[config.mk]
export PLATFORM = sky130hd
export DESIGN_NAME = fetch_unit
export DESIGN_NICKNAME = d
export VERILOG_FILES = /design/src/rtl/fetch_pkg.sv /design/src/rtl/fetch_queue.sv /design/src/rtl/fetch_unit.sv
export SDC_FILE = /design/constraint.sdc
export NUM_CORES = 1
export LEC_CHECK = 0
export ABC_CLOCK_PERIOD_IN_PS = 4080
export BUFFER_PORTS_ARGS = -buffer_cell sky130_fd_sc_hd__buf_4
export CORE_UTILIZATION = 37
export DETAILED_ROUTE_END_ITERATION = 8
export PLACE_DENSITY = 0.66
export SKIP_CTS_REPAIR_TIMING = 1
export SLEW_MARGIN = 30
export SYNTH_ARGS = -nofsm -noshare
export SYNTH_HDL_FRONTEND = slang
export SYNTH_SLANG_ARGS = --single-unit
export TNS_END_PERCENT = 50
[constraint.sdc]
create_clock -name clk -period 4.08 [get_ports clk]
set_input_delay 0.204 -clock clk [delete_from_list [all_inputs] [get_ports clk]]
set_output_delay 0.204 -clock clk [all_outputs]
set_load 0.05 [all_outputs]
[src/rtl/fetch_pkg.sv]
// Shared definitions for the instruction-fetch slice.
//   NOP_INST       : instruction presented to decode when the fetch queue is empty
//   fetch_entry_t  : {pc, inst} record for the default 32-bit configuration
//   ptr_w()        : pointer width for a power-of-two queue depth
package fetch_pkg;

  localparam logic [31:0] NOP_INST   = 32'h0000_0013;
  localparam int          FETCH_XLEN = 32;

  typedef struct packed {
    logic [FETCH_XLEN-1:0] pc;
    logic [31:0]           inst;
  } fetch_entry_t;

  // Depth 2 still needs one pointer bit, so clamp below at 1.
  function automatic int ptr_w(input int depth);
    return (depth <= 2) ? 1 : $clog2(depth);
  endfunction

endpackage

[src/rtl/fetch_queue.sv]
// Synchronous FIFO with single-cycle flush, used to buffer fetched
// {pc, inst} entries between the memory response and decode.
// Ports:
//   clk, reset_n     : clock, asynchronous active-low reset
//   flush            : drop all entries (wins over push/pop)
//   push, push_data  : enqueue request and entry
//   pop              : dequeue request (ignored when empty)
//   head_data        : oldest entry (undefined content when empty)
//   count            : number of stored entries (0..DEPTH)
//   full, empty      : occupancy flags
// A push while full is accepted only together with a pop.
module fetch_queue
  import fetch_pkg::*;
#(
  parameter int DEPTH = 4,
  parameter int W     = 64,
  localparam int PW   = ptr_w(DEPTH)
) (
  input  logic         clk,
  input  logic         reset_n,
  input  logic         flush,
  input  logic         push,
  input  logic [W-1:0] push_data,
  input  logic         pop,
  output logic [W-1:0] head_data,
  output logic [PW:0]  count,
  output logic         full,
  output logic         empty
);

  localparam logic [PW:0] DEPTH_C = (PW+1)'(DEPTH);

  logic [PW-1:0] wr_ptr_q, wr_ptr_d;
  logic [PW-1:0] rd_ptr_q, rd_ptr_d;
  logic [PW:0]   count_q, count_d;
  logic [W-1:0]  mem_q [DEPTH];
  logic          do_push, do_pop;

  assign empty   = (count_q == '0);
  assign full    = (count_q == DEPTH_C);
  assign do_pop  = pop & ~empty;
  assign do_push = push & (~full | do_pop);

  always_comb begin
    wr_ptr_d = wr_ptr_q;
    rd_ptr_d = rd_ptr_q;
    count_d  = count_q;
    if (flush) begin
      wr_ptr_d = '0;
      rd_ptr_d = '0;
      count_d  = '0;
    end else begin
      if (do_push) wr_ptr_d = wr_ptr_q + PW'(1);
      if (do_pop)  rd_ptr_d = rd_ptr_q + PW'(1);
      case ({do_push, do_pop})
        2'b10:   count_d = count_q + (PW+1)'(1);
        2'b01:   count_d = count_q - (PW+1)'(1);
        default: count_d = count_q;
      endcase
    end
  end

  always_ff @(posedge clk or negedge reset_n) begin
    if (!reset_n) begin
      wr_ptr_q <= '0;
      rd_ptr_q <= '0;
      count_q  <= '0;
    end else begin
      wr_ptr_q <= wr_ptr_d;
      rd_ptr_q <= rd_ptr_d;
      count_q  <= count_d;
    end
  end

  // Storage is data only; validity is tracked by the pointers above.
  always_ff @(posedge clk) begin
    if (do_push && !flush) mem_q[wr_ptr_q] <= push_data;
  end

  assign head_data = mem_q[rd_ptr_q];
  assign count     = count_q;

endmodule

[src/rtl/fetch_unit.sv]
// Pipelined instruction-fetch stage: PC register, redirect handling, one
// outstanding request to a variable-latency instruction memory, and a
// flushable fetch queue feeding decode.
// Ports:
//   clk, reset_n                   : clock, asynchronous active-low reset
//   redirect_valid, redirect_pc    : taken branch/jump; flushes the stage
//   imem_req_valid/ready/addr      : request channel (addr = fetch PC)
//   imem_rsp_valid, imem_rsp_data  : in-order response, one per request
//   id_valid/ready, id_pc, id_inst : head of fetch queue to decode
//   misalign_err                   : sticky misaligned-redirect flag
// Optional build macro IF_MISALIGN_CHECK_EN: a redirect to a non word-aligned
// PC sets misalign_err and halts fetch until an aligned redirect. Without it,
// redirect_pc[1:0] is ignored and misalign_err is tied low.
module fetch_unit
  import fetch_pkg::*;
#(
  parameter int              XLEN     = 32,
  parameter logic [XLEN-1:0] RESET_PC = '0,
  parameter int              FQ_DEPTH = 4
) (
  input  logic            clk,
  input  logic            reset_n,
  input  logic            redirect_valid,
  input  logic [XLEN-1:0] redirect_pc,
  output logic            imem_req_valid,
  input  logic            imem_req_ready,
  output logic [XLEN-1:0] imem_req_addr,
  input  logic            imem_rsp_valid,
  input  logic [31:0]     imem_rsp_data,
  output logic            id_valid,
  input  logic            id_ready,
  output logic [XLEN-1:0] id_pc,
  output logic [31:0]     id_inst,
  output logic            misalign_err
);

  localparam int PW = ptr_w(FQ_DEPTH);
  localparam logic [PW+1:0] OCC_LIMIT = (PW+2)'(FQ_DEPTH);

  typedef struct packed {
    logic [XLEN-1:0] pc;
    logic [31:0]     inst;
  } entry_t;

  logic [XLEN-1:0] fetch_pc_q, fetch_pc_d;
  logic [XLEN-1:0] req_pc_q, req_pc_d;
  logic            outstanding_q, outstanding_d;
  logic            discard_q, discard_d;
  logic [XLEN-1:0] redirect_target;
  logic            halt;
  logic            req_fire;
  logic [PW+1:0]   occupancy;

  entry_t          q_push_entry, q_head;
  logic            q_push, q_pop, q_full, q_empty;
  logic [PW:0]     q_count;

`ifdef IF_MISALIGN_CHECK_EN
  logic misalign_q, misalign_d;

  assign redirect_target = redirect_pc;
  assign halt            = misalign_q;
  assign misalign_err    = misalign_q;

  always_comb begin
    misalign_d = misalign_q;
    if (redirect_valid) misalign_d = (redirect_pc[1:0] != 2'b00);
  end

  always_ff @(posedge clk or negedge reset_n) begin
    if (!reset_n) misalign_q <= 1'b0;
    else          misalign_q <= misalign_d;
  end
`else
  assign redirect_target = redirect_pc & ~XLEN'(3);
  assign halt            = 1'b0;
  assign misalign_err    = 1'b0;
`endif

  // Queue slots already claimed: stored entries plus the response still in
  // flight. Issue only when a slot remains, so a push can never overflow.
  assign occupancy = {1'b0, q_count} + {{(PW+1){1'b0}}, outstanding_q};

  assign imem_req_valid = reset_n & ~redirect_valid & ~halt & ~q_full
                        & (~outstanding_q | imem_rsp_valid)
                        & (occupancy < OCC_LIMIT);
  assign imem_req_addr  = fetch_pc_q;
  assign req_fire       = imem_req_valid & imem_req_ready;

  always_comb begin
    fetch_pc_d    = fetch_pc_q;
    req_pc_d      = req_pc_q;
    outstanding_d = outstanding_q;
    discard_d     = discard_q;
    if (imem_rsp_valid) begin
      outstanding_d = 1'b0;
      discard_d     = 1'b0;
    end
    if (redirect_valid) begin
      fetch_pc_d = redirect_target;
      // The in-flight response belongs to the old path; mark it for dropping.
      if (outstanding_q && !imem_rsp_valid) discard_d = 1'b1;
    end else if (req_fire) begin
      fetch_pc_d    = fetch_pc_q + XLEN'(4);
      req_pc_d      = fetch_pc_q;
      outstanding_d = 1'b1;
    end
  end

  always_ff @(posedge clk or negedge reset_n) begin
    if (!reset_n) begin
      fetch_pc_q    <= RESET_PC;
      outstanding_q <= 1'b0;
      discard_q     <= 1'b0;
    end else begin
      fetch_pc_q    <= fetch_pc_d;
      outstanding_q <= outstanding_d;
      discard_q     <= discard_d;
    end
  end

  always_ff @(posedge clk) begin
    req_pc_q <= req_pc_d;
  end

  // Response -> fetch queue boundary (registered enqueue, no bypass).
  assign q_push            = imem_rsp_valid & ~discard_q & ~redirect_valid;
  assign q_push_entry.pc   = req_pc_q;
  assign q_push_entry.inst = imem_rsp_data;
  assign q_pop             = ~q_empty & id_ready;

  fetch_queue #(
    .DEPTH(FQ_DEPTH),
    .W    (XLEN + 32)
  ) u_queue (
    .clk      (clk),
    .reset_n  (reset_n),
    .flush    (redirect_valid),
    .push     (q_push),
    .push_data(q_push_entry),
    .pop      (q_pop),
    .head_data(q_head),
    .count    (q_count),
    .full     (q_full),
    .empty    (q_empty)
  );

  assign id_valid = ~q_empty;
  assign id_pc    = q_empty ? '0 : q_head.pc;
  assign id_inst  = q_empty ? NOP_INST : q_head.inst;

endmodule

* Word-level counts from Yosys, hierarchy flattened
Memories as Yosys holds them, arrays and structs flattened.
Index checks and enable logic that the tools add are counted.
** Cells by class
- Equality and inequality tests :: 3
- $add $sub $neg :: 6
- Bitwise logic cells :: 17
- Reduce and logical (&&, ||, !) cells :: 10
- Magnitude comparators :: 1
- Muxes and demuxes :: 18
** Operator list (number)
- 2-to-1 mux 32 bit :: 4
- adder 32 x 3 -> 32 bit, second input constant :: 1
- bitwise AND 1 bit :: 10
- 2-to-1 mux 1 bit :: 8
- 2-to-1 mux 2 bit :: 4
- one-hot mux 3 bit (2 select lines) :: 1
- nonzero test 2 bit :: 3
- inverter 1 bit :: 5
- adder 2 x 1 -> 2 bit, second input constant :: 2
- adder 3 x 1 -> 4 bit :: 1
- less-than comparator 4 x 3 -> 1 bit, second input constant :: 1
- adder 3 x 1 -> 3 bit, second input constant :: 1
- == test 3 bit, second input constant :: 1
- logical NOT 3 bit :: 1
- 2-to-1 mux 3 bit :: 1
- nonzero test 3 bit :: 1
- subtractor 3 x 1 -> 3 bit, second input constant :: 1
- == test 2 x 1 -> 1 bit, second input constant :: 1
- == test 2 bit, second input constant :: 1
- logical AND 1 bit :: 2
- logical NOT 1 bit :: 2
- OR 1 bit :: 2
- AND reduction 2 bit :: 1
** Word-level totals
- Memories kept :: 1
- Bits in writable memories :: 256
- Register bits after elaboration :: 73
- Word-level logic and storage cells :: 63
- Bits of input ports :: 70
** Memories
- u_queue.mem_q :: depth 4, bits a word 64, rd ports 1, clocked after Yosys merged registers in 0, write ports 1, line fetch_queue.sv:36 : logic [W-1:0] mem_q [DEPTH];

* Longest topological paths before layout
- Word-level depth :: 9
- Depth in mapped cells :: 9

* Hierarchy
Synthesis repeated with hierarchy kept, for this count alone.
** Unflattened totals
- Cell total of the unflattened synthesis :: 707
- Area, all modules :: 12976.2 µm²
** Modules (own cells, without submodules)
- fetch_queue :: instances 1, cells an instance 401, area each 9801.9 µm²
- fetch_unit :: instances 1, cells an instance 306, area each 3174.3 µm²

* Worst setup path after synthesis
OpenSTA, ideal clock, no wires.
- Kind :: flip-flop to flip-flop
- Start :: register discard_q
- End :: memory u_queue.mem_q[0][0] (enable)
- Slack :: 1.127 ns
- Cell stages (with the launch flop) :: 5
- Data arrival time :: 2.526 ns
- Path buffers :: 1
- Cells stage by stage :: dfrtp_1 > nor2b_1 > and3_1 > clkbuf_1 > and2_1
** On the way
- Cells in the longest elaborated chain, start to end :: 7
** RTL lines
- start, declared :: line fetch_unit.sv:48 : logic discard_q, discard_d;
- start signal, assigned :: line fetch_unit.sv:118 : discard_q <= discard_d;
- inverter 1 bit :: line fetch_unit.sv:127 : assign q_push = imem_rsp_valid & ~discard_q & ~redirect_valid;
- bitwise AND 1 bit (2 in a row) :: line fetch_unit.sv:127
- bitwise AND 1 bit :: line fetch_queue.sv:42 : assign do_push = push & (~full | do_pop);
- logical AND 1 bit :: line fetch_queue.sv:77 : if (do_push && !flush) mem_q[wr_ptr_q] <= push_data;
- 2-to-1 mux 1 bit :: line fetch_queue.sv:77
- 2-to-1 mux 1 bit (implied by the code) :: line fetch_queue.sv:77
- end, declared :: line fetch_queue.sv:36
No other way between the ends.

* Worst setup path after layout
- Start :: register u_queue.rd_ptr_q[0]
- End :: output port id_pc[17]
** On the way
- Cells in the longest elaborated chain, start to end :: 2
** RTL lines
- start, declared :: line fetch_queue.sv:34 : logic [PW-1:0] rd_ptr_q, rd_ptr_d;
- start signal, assigned :: line fetch_queue.sv:70 : rd_ptr_q <= rd_ptr_d;
- memory read (4 x 64 bit)
- 2-to-1 mux 32 bit :: line fetch_unit.sv:149 : assign id_pc = q_empty ? '0 : q_head.pc;
- end, declared :: line fetch_unit.sv:32 : output logic [XLEN-1:0] id_pc,
No other way between the ends.

==> results.ini <==
[clocking]
cts_root_buf=clkbuf_16
htree_num_levels=2
tritoncts=built
clkTransAtPathRegs_ns=0.06
worstSkewPairLatency_ns=0.52
cts_sinks=317
cts_inserted_buffers=35
clk_path_buf_depth=3

[power_and_ir_drop]
internal-power_mw=7.16
clkPwrFrac=0.296
power.switching_mw=3.95
pwr-share-comb=0.348
p_leak_nw=5.81
sw_frac_of_total=0.356
pwr-share-seq=0.356
power.density_nw_per_um2=678
max-vdd-ir-drop_v=0.000430

[global_routing]
grt_pass1_vias=6985
grt_max_degree=63
overflow=0
antenna_found_initial=0
grtUsageTotal=0.148
grt_pass1_wl_microns=39900

[worst_setup_path]
worstPathArrival_ns=2.73
path_class=reg -> out
cp-start-kind=register
crit_path_max_incr_delay_ns=0.81
worstSetupEndpointType=primary output
crit_path_top_delay_cell=dfrtp_4
crit_required_ns=3.88
cp_cell_sequence=buf_4 -> mux4_2 -> and2_1 -> buf_4
path_delay_family=flip-flops
critPathBufInv=2
path_common_cell=buf_4
cp_max_fo=27

[finish]
area_growth_pct=29.2
layout.nets=1012
final_core_util=0.487
nFillCells=2843
layout-drive-gt1-share=0.325
antenna_cells=0
finalInstanceArea_sq_um=16400

[logic_synthesis]
syn_avg_cell_area_sq_um=18.3
synthCells=694
ys_seq_area_frac=0.735
synthDistinctLibCells=51
yosys_warnings=0
synth-main-ff-cell=edfxtp_1
netlist_area_sq_um=12700
synth-seq-cells=317
synth_top_area_share=0.658
synth-edff-count=278
synth.area.top_cells=edfxtp_1, mux4_2, dfrtp_1, and2_1, nand2_1
async_flop_share=0.123
synth.largest_area_cell=edfxtp_1

[routing]
ant_nets=0
firstDrtPassIters=6
vias=6904
routed_wl_microns=26000
via_per_inst=4.90
remaining_drc_errors=0
drtIter0Drc=365
wl_per_cell_microns=18.5

[timing]
period_share=0.718
max-slew-margin-rel=0.490
worst_pin_slew_ns=0.765
setup_viol=0
fin_tns_setup_ns=0
fmax_mhz=341
fin_crit_ns=2.93
drv_slew=0
holdWs_ns=-0.0229
finalHoldViolCount=1
final.setup_skew_ns=0.0209
rsz0062_at_grt=no

[placed_design]
place.port_buffers=161
gp_congestion=0.745
hpwl_microns=16200
postPlaceCellArea_sq_um=14500

[floorplanning]
coreArea_sq_um=33600
ios=169
design.die.area_sq_um=35000
die_width_microns=187
fp-row-count=67
initial_utilization=0.377
die_h_microns=187

[status]
status=finished with violations
violations=hold timing

[job]
maxCapViolCount=0

[min_path]
hp-class=in -> reg

## cells in the mapped netlist, types with 3 or more instances
master    number
dfrtp_1       39
o21ai_1        5
clkbuf_1      21
and2_1        65
xor2_1        15
a31oi_1        7
or2_2          3
buf_2          7
xnor2_1        7
nor2_1        19
ha_1           5
nand4_1       10
inv_1          9
and3_1         3
nand3_1       14
buf_4          7
mux2i_1        5
nor2b_1        3
nor3_1         8
edfxtp_1     278
or3_1          8
a21oi_1        3
o21ai_0       21
and4_1         3
nand2_1       35
mux4_2        62
nand4_4        4
## tightest hold or removal path, delay by kind of cell
family | cells | cell delay [ns]
buffers and inverters | 1 | 0.11
AND/OR/NAND/NOR | 1 | 0.09
AO/OA/AOI/OAI | 1 | 0.05
## placed cells by master (no fill, tap or decap), types with 4 or more instances in the layout
master	synthesis	final
clkbuf_1	21	4
clkbuf_16	0	36
or3_1	8	8
clkinv_2	0	5
nor2_1	19	18
o21ai_1	5	5
and2_1	65	61
and2_4	1	5
nand4_1	10	10
xor2_1	15	15
o21ai_0	21	21
nand4_4	4	4
a31oi_1	7	7
buf_12	0	8
conb_1	1	5
bufinv_16	0	7
ha_1	5	5
inv_1	9	8
nor3_1	8	8
mux2i_1	5	5
edfxtp_1	278	278
clkinv_1	1	8
mux4_2	62	62
xnor2_1	7	7
nand3_1	14	14
dfrtp_1	39	37
dlygate4sd3_1	0	63
nand2_1	35	35
buf_4	7	166
## registers in the layout, indices dropped and copies added (netlist names)
name              count
imem_req_addr        30
u_queue.mem_q       248
req_pc_q             30
u_queue.count         3
outstanding_q         1
u_queue.rd_ptr_q      2
discard_q             1
u_queue.wr_ptr_q      2
## final timing paths
path                                   endpoint  depth (start not counted)                 from  slack [ns]
min                           imem_req_addr[25]                          3      redirect_pc[25]       -0.02
max in group asynchronous   u_queue.rd_ptr_q[1]                          2              reset_n        3.43
max                                   id_pc[17]                          4  u_queue.rd_ptr_q[0]        1.15
min reg2reg                u_queue.mem_q[0][46]                          0         req_pc_q[14]        0.49
min in group asynchronous     imem_req_addr[28]                          2              reset_n        0.20
max reg2reg                    u_queue.count[2]                         10     u_queue.count[0]        1.71
## routing by layer
metal  up-vias  share of wire  GRT usage
met5         -              0          0
met1      3487           0.45      0.203
met3        44          0.044     0.0291
met4         0          0.023     0.0479
met2       190           0.48      0.238
li1       3183              -          -
## cell type report
| type | instances | area (sq um) | area share |
|---|---|---|---|
| clock buffers | 40 | 916 | 0.0559 |
| well taps | 448 | 561 | 0.0342 |
| inverters | 10 | 37.5 | 0.00229 |
| repair buffers | 238 | 2060 | 0.126 |
| clock inverters | 23 | 304 | 0.0186 |
| flip-flops and latches | 317 | 9330 | 0.570 |
| multi-input cells | 334 | 3170 | 0.193 |
## through the flow
step / worst slack [ns] / instances / total power [mW] / hold WS [ns]
2_1_floorplan: 1.13 / 698 / 6.68 / -0.0916
3_3_place_gp: 1.57 / 1276 / 7.87 / 0.224
3_5_place_dp: 1.51 / 1284 / 7.92 / 0.226
4_1_cts: 1.01 / 1347 / 11.2 / -0.328
5_1_grt: 0.923 / 1410 / 11.6 / 0.00164
6_report: 1.15 / 1410 / 11.1 / -0.0229
## logic make-up after synthesis
group / synth area share
AOI/OAI and AO/OA: 0.0226
muxes: 0.115
DFF: 0.735
xor gates and xnor gates: 0.0152
other: 0.000296
and+or+nand+nor: 0.0879
buffers and inverters: 0.0173
adders and majority gates: 0.00651
## power groups by stage
stage	clock, mW	combinational (mW)	sequential, mW
global placement	0	3.83	4.05
detailed placement	0	3.89	4.03
CTS	3.39	3.89	3.97
finish	3.29	3.87	3.96
global route	3.52	4.08	4.00
floorplan	0	2.68	4.00
(Power assumes the default switching activity.)
